===== config.mk =====
export PLATFORM = sky130hd
export DESIGN_NAME = chimera_cluster_ctrl
export DESIGN_NICKNAME = d
export VERILOG_FILES = /design/src/rtl/chimera_cluster_ctrl.sv
export SDC_FILE = /design/constraint.sdc
export NUM_CORES = 1
export LEC_CHECK = 0
export ABC_AREA = 1
export CORE_MARGIN = 3
export CORE_UTILIZATION = 51
export DETAILED_ROUTE_END_ITERATION = 8
export GPL_TIMING_DRIVEN = 0
export PLACE_DENSITY = 0.89
export SYNTH_ARGS = -nofsm -noshare
export SYNTH_HDL_FRONTEND = slang
export SYNTH_SLANG_ARGS = --single-unit
export TNS_END_PERCENT = 30

===== constraint.sdc =====
create_clock -name clk_i -period 8 [get_ports clk_i]
set_input_delay 1.2 -clock clk_i [delete_from_list [all_inputs] [get_ports clk_i]]
set_output_delay 1.2 -clock clk_i [all_outputs]
set_load 0.01 [all_outputs]

===== src/rtl/chimera_cluster_ctrl.sv =====
// Chimera cluster controller: APB register file plus one power-sequencing FSM per
// cluster that drives clock-gate enable, reset and AXI/IRQ isolation.
module chimera_cluster_ctrl #(
  parameter int          NumClusters     = 5,
  parameter int          RstHoldCycles   = 8,
  parameter int          IsoSettleCycles = 4,
  parameter logic [31:0] BootAddrDefault = 32'h3000_0000
) (
  input  logic                         clk_i,
  input  logic                         rst_i,
  input  logic [31:0]                  paddr_i,
  input  logic                         psel_i,
  input  logic                         penable_i,
  input  logic                         pwrite_i,
  input  logic [31:0]                  pwdata_i,
  input  logic [3:0]                   pstrb_i,
  output logic [31:0]                  prdata_o,
  output logic                         pready_o,
  output logic                         pslverr_o,
  output logic [NumClusters-1:0]       cluster_clk_en_o,
  output logic [NumClusters-1:0]       cluster_rst_o,
  output logic [NumClusters-1:0]       cluster_iso_o,
  output logic [NumClusters-1:0][31:0] cluster_boot_addr_o
);

  localparam int MaxDur = (RstHoldCycles > IsoSettleCycles) ? RstHoldCycles : IsoSettleCycles;
  localparam int CntW   = (MaxDur > 1) ? $clog2(MaxDur) : 1;
  localparam logic [CntW-1:0] HoldLoad = CntW'(RstHoldCycles - 1);
  localparam logic [CntW-1:0] IsoLoad  = CntW'(IsoSettleCycles - 1);

  typedef enum logic [2:0] {
    StOff,
    StHold,
    StRelease,
    StActive,
    StIsolate
  } clState_e;

  clState_e                      state_q [NumClusters];
  clState_e                      state_d [NumClusters];
  logic [CntW-1:0]               cnt_q   [NumClusters];
  logic [CntW-1:0]               cnt_d   [NumClusters];
  logic [NumClusters-1:0]        enable_q, enable_d;
  logic [NumClusters-1:0]        pending_q, pending_d;
  logic [NumClusters-1:0][31:0]  bootAddr_q, bootAddr_d;
  logic [NumClusters-1:0]        clkEn_q, clRst_q, iso_q;

  logic                          apbAccess;
  logic [7:0]                    offset;
  logic [3:0]                    idx;
  logic                          isCtrl, isBoot, isStatus, idxOk;
  logic                          apbErr;
  logic [31:0]                   readData;
  logic [31:0]                   statusWord;
  logic                          selIsOff, selEnable;
  logic [31:0]                   selBoot;
  logic                          wrOk;
  logic [NumClusters-1:0]        ctrlWe, bootWe;
  logic                          unused_paddr;

  assign apbAccess    = psel_i & penable_i;
  assign offset       = paddr_i[7:0];
  assign idx          = offset[5:2];
  assign isCtrl       = (offset[7:6] == 2'b00) && (offset[1:0] == 2'b00);
  assign isBoot       = (offset[7:6] == 2'b01) && (offset[1:0] == 2'b00);
  assign isStatus     = (offset == 8'h80);
  assign idxOk        = int'(idx) < NumClusters;
  assign unused_paddr = ^paddr_i[31:8];

  // Register decode and read mux; the selected cluster is picked by a loop so an
  // out-of-range index never reaches an array select.
  always_comb begin
    selIsOff  = 1'b0;
    selEnable = 1'b0;
    selBoot   = '0;
    statusWord = '0;
    for (int i = 0; i < NumClusters; i++) begin
      if (idx == 4'(i)) begin
        selIsOff  = (state_q[i] == StOff);
        selEnable = enable_q[i];
        selBoot   = bootAddr_q[i];
      end
      statusWord[i]      = (state_q[i] == StActive);
      statusWord[16 + i] = (state_q[i] != StOff);
    end

    apbErr   = 1'b0;
    readData = '0;
    if (isCtrl) begin
      apbErr   = !idxOk;
      readData = {31'd0, selEnable};
    end else if (isBoot) begin
      apbErr   = !idxOk || (pwrite_i && !selIsOff);
      readData = selBoot;
    end else if (isStatus) begin
      apbErr   = pwrite_i;
      readData = statusWord;
    end else begin
      apbErr   = 1'b1;
    end
  end

  assign pready_o  = apbAccess & ~rst_i;
  assign pslverr_o = apbAccess & apbErr & ~rst_i;
  assign prdata_o  = (apbAccess && !pwrite_i && !apbErr && !rst_i) ? readData : 32'd0;

  assign wrOk = apbAccess & pwrite_i & ~apbErr;

  always_comb begin
    ctrlWe = '0;
    bootWe = '0;
    for (int i = 0; i < NumClusters; i++) begin
      ctrlWe[i] = wrOk && isCtrl && pstrb_i[0] && (idx == 4'(i));
      bootWe[i] = wrOk && isBoot && (idx == 4'(i));
    end
  end

  // Sequencing decisions use the enable/pending values from before any write on the
  // same edge, so a new command is acted on one cycle after it commits. A soft-reset
  // request landing on the same edge as an ACTIVE->ISOLATE decision stays pending.
  always_comb begin
    for (int i = 0; i < NumClusters; i++) begin
      state_d[i]    = state_q[i];
      cnt_d[i]      = cnt_q[i];
      enable_d[i]   = enable_q[i];
      pending_d[i]  = pending_q[i];
      bootAddr_d[i] = bootAddr_q[i];

      case (state_q[i])
        StOff: begin
          if (enable_q[i]) begin
            state_d[i] = StHold;
            cnt_d[i]   = HoldLoad;
          end
        end
        StHold: begin
          if (cnt_q[i] == '0) begin
            if (enable_q[i]) begin
              state_d[i] = StRelease;
              cnt_d[i]   = IsoLoad;
            end else begin
              state_d[i] = StOff;
            end
          end else begin
            cnt_d[i] = cnt_q[i] - 1'b1;
          end
        end
        StRelease: begin
          if (cnt_q[i] == '0) begin
            state_d[i] = StActive;
          end else begin
            cnt_d[i] = cnt_q[i] - 1'b1;
          end
        end
        StActive: begin
          if (!enable_q[i] || pending_q[i]) begin
            state_d[i]   = StIsolate;
            cnt_d[i]     = IsoLoad;
            pending_d[i] = 1'b0;
          end
        end
        StIsolate: begin
          if (cnt_q[i] == '0) begin
            state_d[i] = StHold;
            cnt_d[i]   = HoldLoad;
          end else begin
            cnt_d[i] = cnt_q[i] - 1'b1;
          end
        end
        default: begin
          state_d[i] = StOff;
          cnt_d[i]   = '0;
        end
      endcase

      if (ctrlWe[i]) begin
        enable_d[i] = pwdata_i[0];
        if (pwdata_i[1] && (state_q[i] != StOff)) begin
          pending_d[i] = 1'b1;
        end
      end

      if (bootWe[i]) begin
        for (int b = 0; b < 4; b++) begin
          if (pstrb_i[b]) begin
            bootAddr_d[i][8*b +: 8] = pwdata_i[8*b +: 8];
          end
        end
      end
    end
  end

  always_ff @(posedge clk_i or posedge rst_i) begin
    if (rst_i) begin
      enable_q   <= '0;
      pending_q  <= '0;
      bootAddr_q <= {NumClusters{BootAddrDefault}};
    end else begin
      enable_q   <= enable_d;
      pending_q  <= pending_d;
      bootAddr_q <= bootAddr_d;
    end
  end

  // Outputs are registered from the next state so they track state_q exactly.
  always_ff @(posedge clk_i or posedge rst_i) begin
    if (rst_i) begin
      for (int i = 0; i < NumClusters; i++) begin
        state_q[i] <= StOff;
        cnt_q[i]   <= '0;
        clkEn_q[i] <= 1'b0;
        clRst_q[i] <= 1'b1;
        iso_q[i]   <= 1'b1;
      end
    end else begin
      for (int i = 0; i < NumClusters; i++) begin
        state_q[i] <= state_d[i];
        cnt_q[i]   <= cnt_d[i];
        clkEn_q[i] <= (state_d[i] != StOff);
        clRst_q[i] <= (state_d[i] == StOff) || (state_d[i] == StHold);
        iso_q[i]   <= (state_d[i] != StActive);
      end
    end
  end

  assign cluster_clk_en_o    = clkEn_q;
  assign cluster_rst_o       = clRst_q;
  assign cluster_iso_o       = iso_q;
  assign cluster_boot_addr_o = bootAddr_q;

endmodule


# [After elaboration in Yosys (flattened, before gate mapping)]
# Index checks and enable logic that the tools add are counted.
[word_totals] ff_bits=215 out_inout_bits=209 input_bits=73
[op_classes] bitwise=8 order_cmp=1 n_reduce_logical=98 muxes=112 add_sub_neg=5 eq_ne=56
[ops] op="32-bit 2-to-1 mux" n=8
[ops] op="3-bit 2-to-1 mux" n=55
[ops] op="3-bit case mux with 5 select lines" n=10
[ops] op="3-bit logical NOT" n=15
[ops] op="2-bit AND reduction" n=20
[ops] op="1-bit 2-to-1 mux" n=33
[ops] op="3-bit by 1-bit == test with 1-bit output, second input constant" n=10
[ops] op="3-bit by 2-bit == test with 1-bit output, second input constant" n=10
[ops] op="3-bit nonzero test" n=10
[ops] op="1-bit logical AND" n=24
[ops] op="21-bit 2-to-1 mux" n=1
[ops] op="2-bit inequality test, second input constant" n=10
[ops] op="4-bit AND reduction" n=5
[ops] op="3-bit == test, second input constant" n=5
[ops] op="3-bit by 2-bit inequality test with 1-bit output, second input constant" n=5
[ops] op="3-bit inequality test, second input constant" n=5
[ops] op="3-bit by 1-bit subtractor with 3-bit output, second input constant" n=5
[ops] op="1-bit logical OR" n=11
[ops] op="1-bit logical NOT" n=10
[ops] op="2-bit 2-to-1 mux" n=5
[ops] op="2-bit by 1-bit inequality test with 1-bit output, second input constant" n=5
[ops] op="4-bit by 2-bit == test with 1-bit output, second input constant" n=2
[ops] op="8-bit == test, second input constant" n=1
[ops] op="1-bit bitwise AND" n=6
[ops] op="7 further kinds" n=9

# [Longest topological paths before layout]
[logic_depth] ltp_word=17 depth_mapped=14 ltp_nobuf=13

# [Worst setup path before layout]
# No wires, ideal clock.
[synth_path] kind="input-to-output" start="input port paddr_i[5]" end="output port prdata_o[10]" required_ns=6.800 arrival_ns=2.640 path_stages=11 slack_ns=4.160 n_path_buf=2 path_cell_list="nor2_2 -> nand2_1 -> nor2_2 -> nand2_1 -> nand3_1 -> nand2_1 -> nand3_2 -> buf_6 -> nand4_1 -> buf_2 -> nor2_1"
[synth_between] elab_chain_len=15
[synth_lines] element="start, declared" line_no="11" rtl="input logic [31:0] paddr_i,"
[synth_lines] element="4-bit logical NOT" line_no="78" rtl="if (idx == 4'(i)) begin"
[synth_lines] element="1-bit 2-to-1 mux (5 in a row)" line_no="78"
[synth_lines] element="1-bit logical NOT" line_no="93" rtl="apbErr = !idxOk || (pwrite_i && !selIsOff);"
[synth_lines] element="1-bit logical AND" line_no="93"
[synth_lines] element="1-bit logical OR" line_no="93"
[synth_lines] element="1-bit 2-to-1 mux" line_no="92" rtl="end else if (isBoot) begin"
[synth_lines] element="1-bit 2-to-1 mux" line_no="89" rtl="if (isCtrl) begin"
[synth_lines] element="1-bit logical NOT" line_no="105" rtl="assign prdata_o = (apbAccess && !pwrite_i && !apbErr && !rst_i) ? readData : 32'd0;"
[synth_lines] element="1-bit logical AND (2 in a row)" line_no="105"
[synth_lines] element="32-bit 2-to-1 mux (*)" line_no="105"
[synth_lines] element="end, declared" line_no="17" rtl="output logic [31:0] prdata_o,"
# Every way passes the cells marked *; elsewhere a longest branch is shown, timed or not.

# [Final worst setup path]
[layout_path] start="input port paddr_i[3]" end="output port prdata_o[8]"
# Same word-level chain as after synthesis.

==> results.md <==
* Status: complete, no violations
* H-tree depth at 1
* Worst slew pin tran at 0.943 ns
* Top cell family by delay on the critical path: buffers and inverters
* Starting density of the core at 52.2%
* Worst path bufs/invs at 4
* Share of layout cells above drive strength 1 at under 10%
* Die height at between 150 and 200 um
* Min Hold Slack at around 0.48 ns
* CP arrival at between 4 and 5 ns
* Max stage delay on crit path at about 0.59 ns
* Worst vdd ir at around 0.18 mV
* Design Area, Final at between 0.015 and 0.02 mm^2
* Largest buffer count on any clock path at 3
* Area delta synth->final at 31.7%
* Count of input and output buffers at about 250
* Hold-fix buffers, CTS at 0
* Cell Count, Final, Fillers Out at between 2000 and 2500
* EDFF count, synth at 0
* Placed cells at 2021
* CTS tree: built
* Total Routing Usage GR at between 30% and 40%
* GP Congestion at approximately 0.93
* Syn_nets at around 1600
* DRC at 0
* Root buffer selected by CTS: clkbuf_16
* Top cell type by total area after synthesis: dfrtp_1
* Final worst slack at between 2 and 2.5 ns
* Crit Path Max Fanout at 10
* Row Count at 55
* PwrDens at roughly 210 mW/mm^2
* ANT nets after route at 0
* Vias in the first global route at 12029
* Synth Area per Inst at roughly 8 um^2
* Placed cell areas at ~0.015 mm^2
* Final slew viol count at 0
* Die W at 158 um
* Number of vias per cell at 6.06
* Startpoint class of the critical path: primary input
* Fill cells at about 1800
* Initial antenna violation count at 0
* Initial DRT Pass Iterations at 6
* Global-route wire length before repair at ~66000 um
* Max Cap Violations at 0
* Clock latency at the later pin of the worst-skew pair at around 0.52 ns
* Dpl hpwl at 30500 um
* WP data required at a little under 7 ns
* Clock transition at path regs at approximately 0.06 ns
* Final Skew at roughly 0.0099 ns
* Cells after Synth at ~1500
* Clk sink count at between 200 and 250
* Largest net degree at the start of global routing at between 100 and 150
* Met2 Use GR at approximately 53%
* Busiest layer in global routing: met2
* Predominant post-synthesis flop cell: dfrtp_1
* WL per Instance at roughly 21 um
* Crit-path slowest cell: clkdlybuf4s50_1
* Met3 GRT Util at a little under 9%
* Register bit total from synthesis at 215
* Netlist Area Pre-Place at about 0.012 mm^2
* Worst Hold Class: flop to flop
* Final period util at a little over two thirds
* Post-CTS Setup Repair Bufs at 0
* FMAX at 177 MHz
* Fin Setup TNS at 0 ns
* P_leak at around 7.2 nW
* Critical path type: primary input to primary output
* Top-area cell type share of the netlist area at around two fifths
* Routed via count at between 10000 and 15000
* Crit end category: primary output
* Nets at 1846
* Diodes inserted at 0
* Die area at ~0.025 mm^2
* Post_cts resized at 0
* Global routing usage on met1 at between 40 and 50%
* Core footprint at 0.0227 mm^2
* Unrepaired setup endpoints after global routing: false
* Final hold violation count at 0
* Final worst path period need at 5.66 ns
* Distinct cells, synth at 42
* Synth top area cells: dfrtp_1 41%, o21bai_1 10%, inv_1 7.9%
* Number of DRC markers in iteration 0 at between 1500 and 2000
* Pre-CTS worst setup slack at 2.43 ns
* I/O pin count at between 200 and 300
* WL final at between 40000 and 50000 um
* Sequential element share of the synthesized area at between 40% and 50%
* Max-slew headroom at between 30 and 40%
* CTS Buf Count at 25
* Final setup viols at 0
* Crit-path cells: clkdlybuf4s50_1 > nor2_1 > nand2_2 > nor4_1 > nand2_1 > nand3_2 > buf_6 > nand4_1 > buf_2 > nor2_1 > clkdlybuf4s50_1
* Overflow after GRT at 0
* Ys async rst share at between 90% and 100%
* Yosys Warn Count at 0
-- cells by family after synthesis --
kind of cell / after synthesis / share of synthesized area, %
AND/OR/NAND/NOR: 548 / 21.0
adder cells (fa/ha/maj): 10 / 1.06
AO/OA/AOI/OAI: 366 / 20.5
flip-flops: 215 / 45.6
XOR/XNOR: 5 / 0.370
buffers and inverters: 340 / 11.5
-- path summary, 6_finish.rpt --
path	cells past startpoint	slack (ns)	end	from
worst max-delay path	11	2.34	prdata_o[8]	paddr_i[3]
worst min-delay path	2	0.48	pending_q[1]$_DFF_PP0_	pending_q[1]$_DFF_PP0_
worst max register to register	14	5.45	cluster_boot_addr_o[35]$_DFFE_PP0P_	state_q[9]$_DFF_PP0_
worst min register to register	2	0.48	pending_q[1]$_DFF_PP0_	pending_q[1]$_DFF_PP0_
max in group asynchronous	3	5.71	cluster_boot_addr_o[61]$_DFFE_PP1P_	rst_i
min in group asynchronous	2	1.32	state_q[7]$_DFF_PP0_	rst_i
-- final cells by class --
class / instances / area, um^2 / share of cell area, %
Tap cell: 285 / 357 / 2.28
Clock buffer: 31 / 688 / 4.41
Timing Repair Buffer: 252 / 2540 / 16.3
Sequential cell: 215 / 5410 / 34.6
Buffer: 90 / 419 / 2.68
Multi-Input combinational cell: 929 / 5090 / 32.6
Inverter: 250 / 946 / 6.06
Clock inverter: 12 / 170 / 1.09
-- worst min-delay path, delay by kind of cell (launching register included) --
family	cells	cell delay (ns)
flip-flops	1	0.34
AND/OR/NAND/NOR	2	0.11
-- synth_stat cells, types with 2 or more instances --
| cell | count |
|---|---|
| o311ai_0 | 2 |
| buf_1 | 6 |
| o21a_1 | 6 |
| nand3_1 | 181 |
| nor4_1 | 7 |
| nor2_1 | 81 |
| nand4_4 | 4 |
| dfrtp_1 | 195 |
| o221ai_1 | 21 |
| a21oi_1 | 29 |
| nand4_1 | 5 |
| o21ai_1 | 2 |
| nor2_2 | 3 |
| xor2_1 | 3 |
| o31ai_1 | 3 |
| o21bai_1 | 160 |
| o21ai_0 | 84 |
| nand2_1 | 243 |
| o22ai_1 | 49 |
| xnor2_1 | 2 |
| nand3_2 | 2 |
| buf_2 | 14 |
| ha_1 | 10 |
| nand3b_1 | 2 |
| nor3_1 | 11 |
| o211ai_1 | 4 |
| nor2_4 | 6 |
| dfstp_2 | 20 |
| buf_4 | 15 |
| clkbuf_1 | 54 |
| a32oi_1 | 2 |
| inv_1 | 248 |
-- metrics by stage --
| step | utilization (%) | power (mW) |
|---|---|---|
| floorplan | - | 1.80 |
| global placement | 64.8 | 2.03 |
| detailed placement | 65.0 | 2.08 |
| CTS | 68.7 | 3.27 |
| global route | 68.7 | 3.44 |
| finish | 68.7 | 3.29 |
-- state kept, by name, summed over array words and instances (netlist names) --
signal and cells:
cluster_boot_addr_o 160, cnt_q 15, state_q 15, cluster_clk_en_o 5, cluster_iso_o 5, cluster_rst_o 5
enable_q 5, pending_q 5
-- power breakdown --
| part | leakage, nW | switching, mW | internal [mW] |
|---|---|---|---|
| Clock | 0.429 | 0.472 | 0.737 |
| Sequential | 2.05 | 0.0536 | 1.21 |
| Combinational | 4.69 | 0.521 | 0.291 |
-- routing by layer --
layer | share of wire [%] | wire length (um)
met3 | 14 | 5910
met2 | 45 | 19300
met5 | 0 | 0
met4 | 5.2 | 2250
met1 | 36 | 15700
-- layout by cell type (no fill, tap or decap), types with 3 or more instances in the layout --
cell type,instances
o21bai_1,160
nor2_1,81
inv_1,247
dfstp_2,20
clkinv_2,6
nor2_2,3
clkbuf_1,56
nor4_1,7
o21ai_0,84
clkdlybuf4s50_1,251
nor3_1,11
xor2_1,3
o31ai_1,3
nand4_4,4
buf_2,14
bufinv_16,4
ha_1,10
buf_1,6
nand2_1,243
o22ai_1,49
nand3_1,181
o211ai_1,4
o221ai_1,21
clkbuf_16,25
o21a_1,6
a21oi_1,29
nor2_4,6
buf_4,15
nand4_1,5
clkbuf_8,4
dfrtp_1,195
Power figures use the tool's default switching activity.
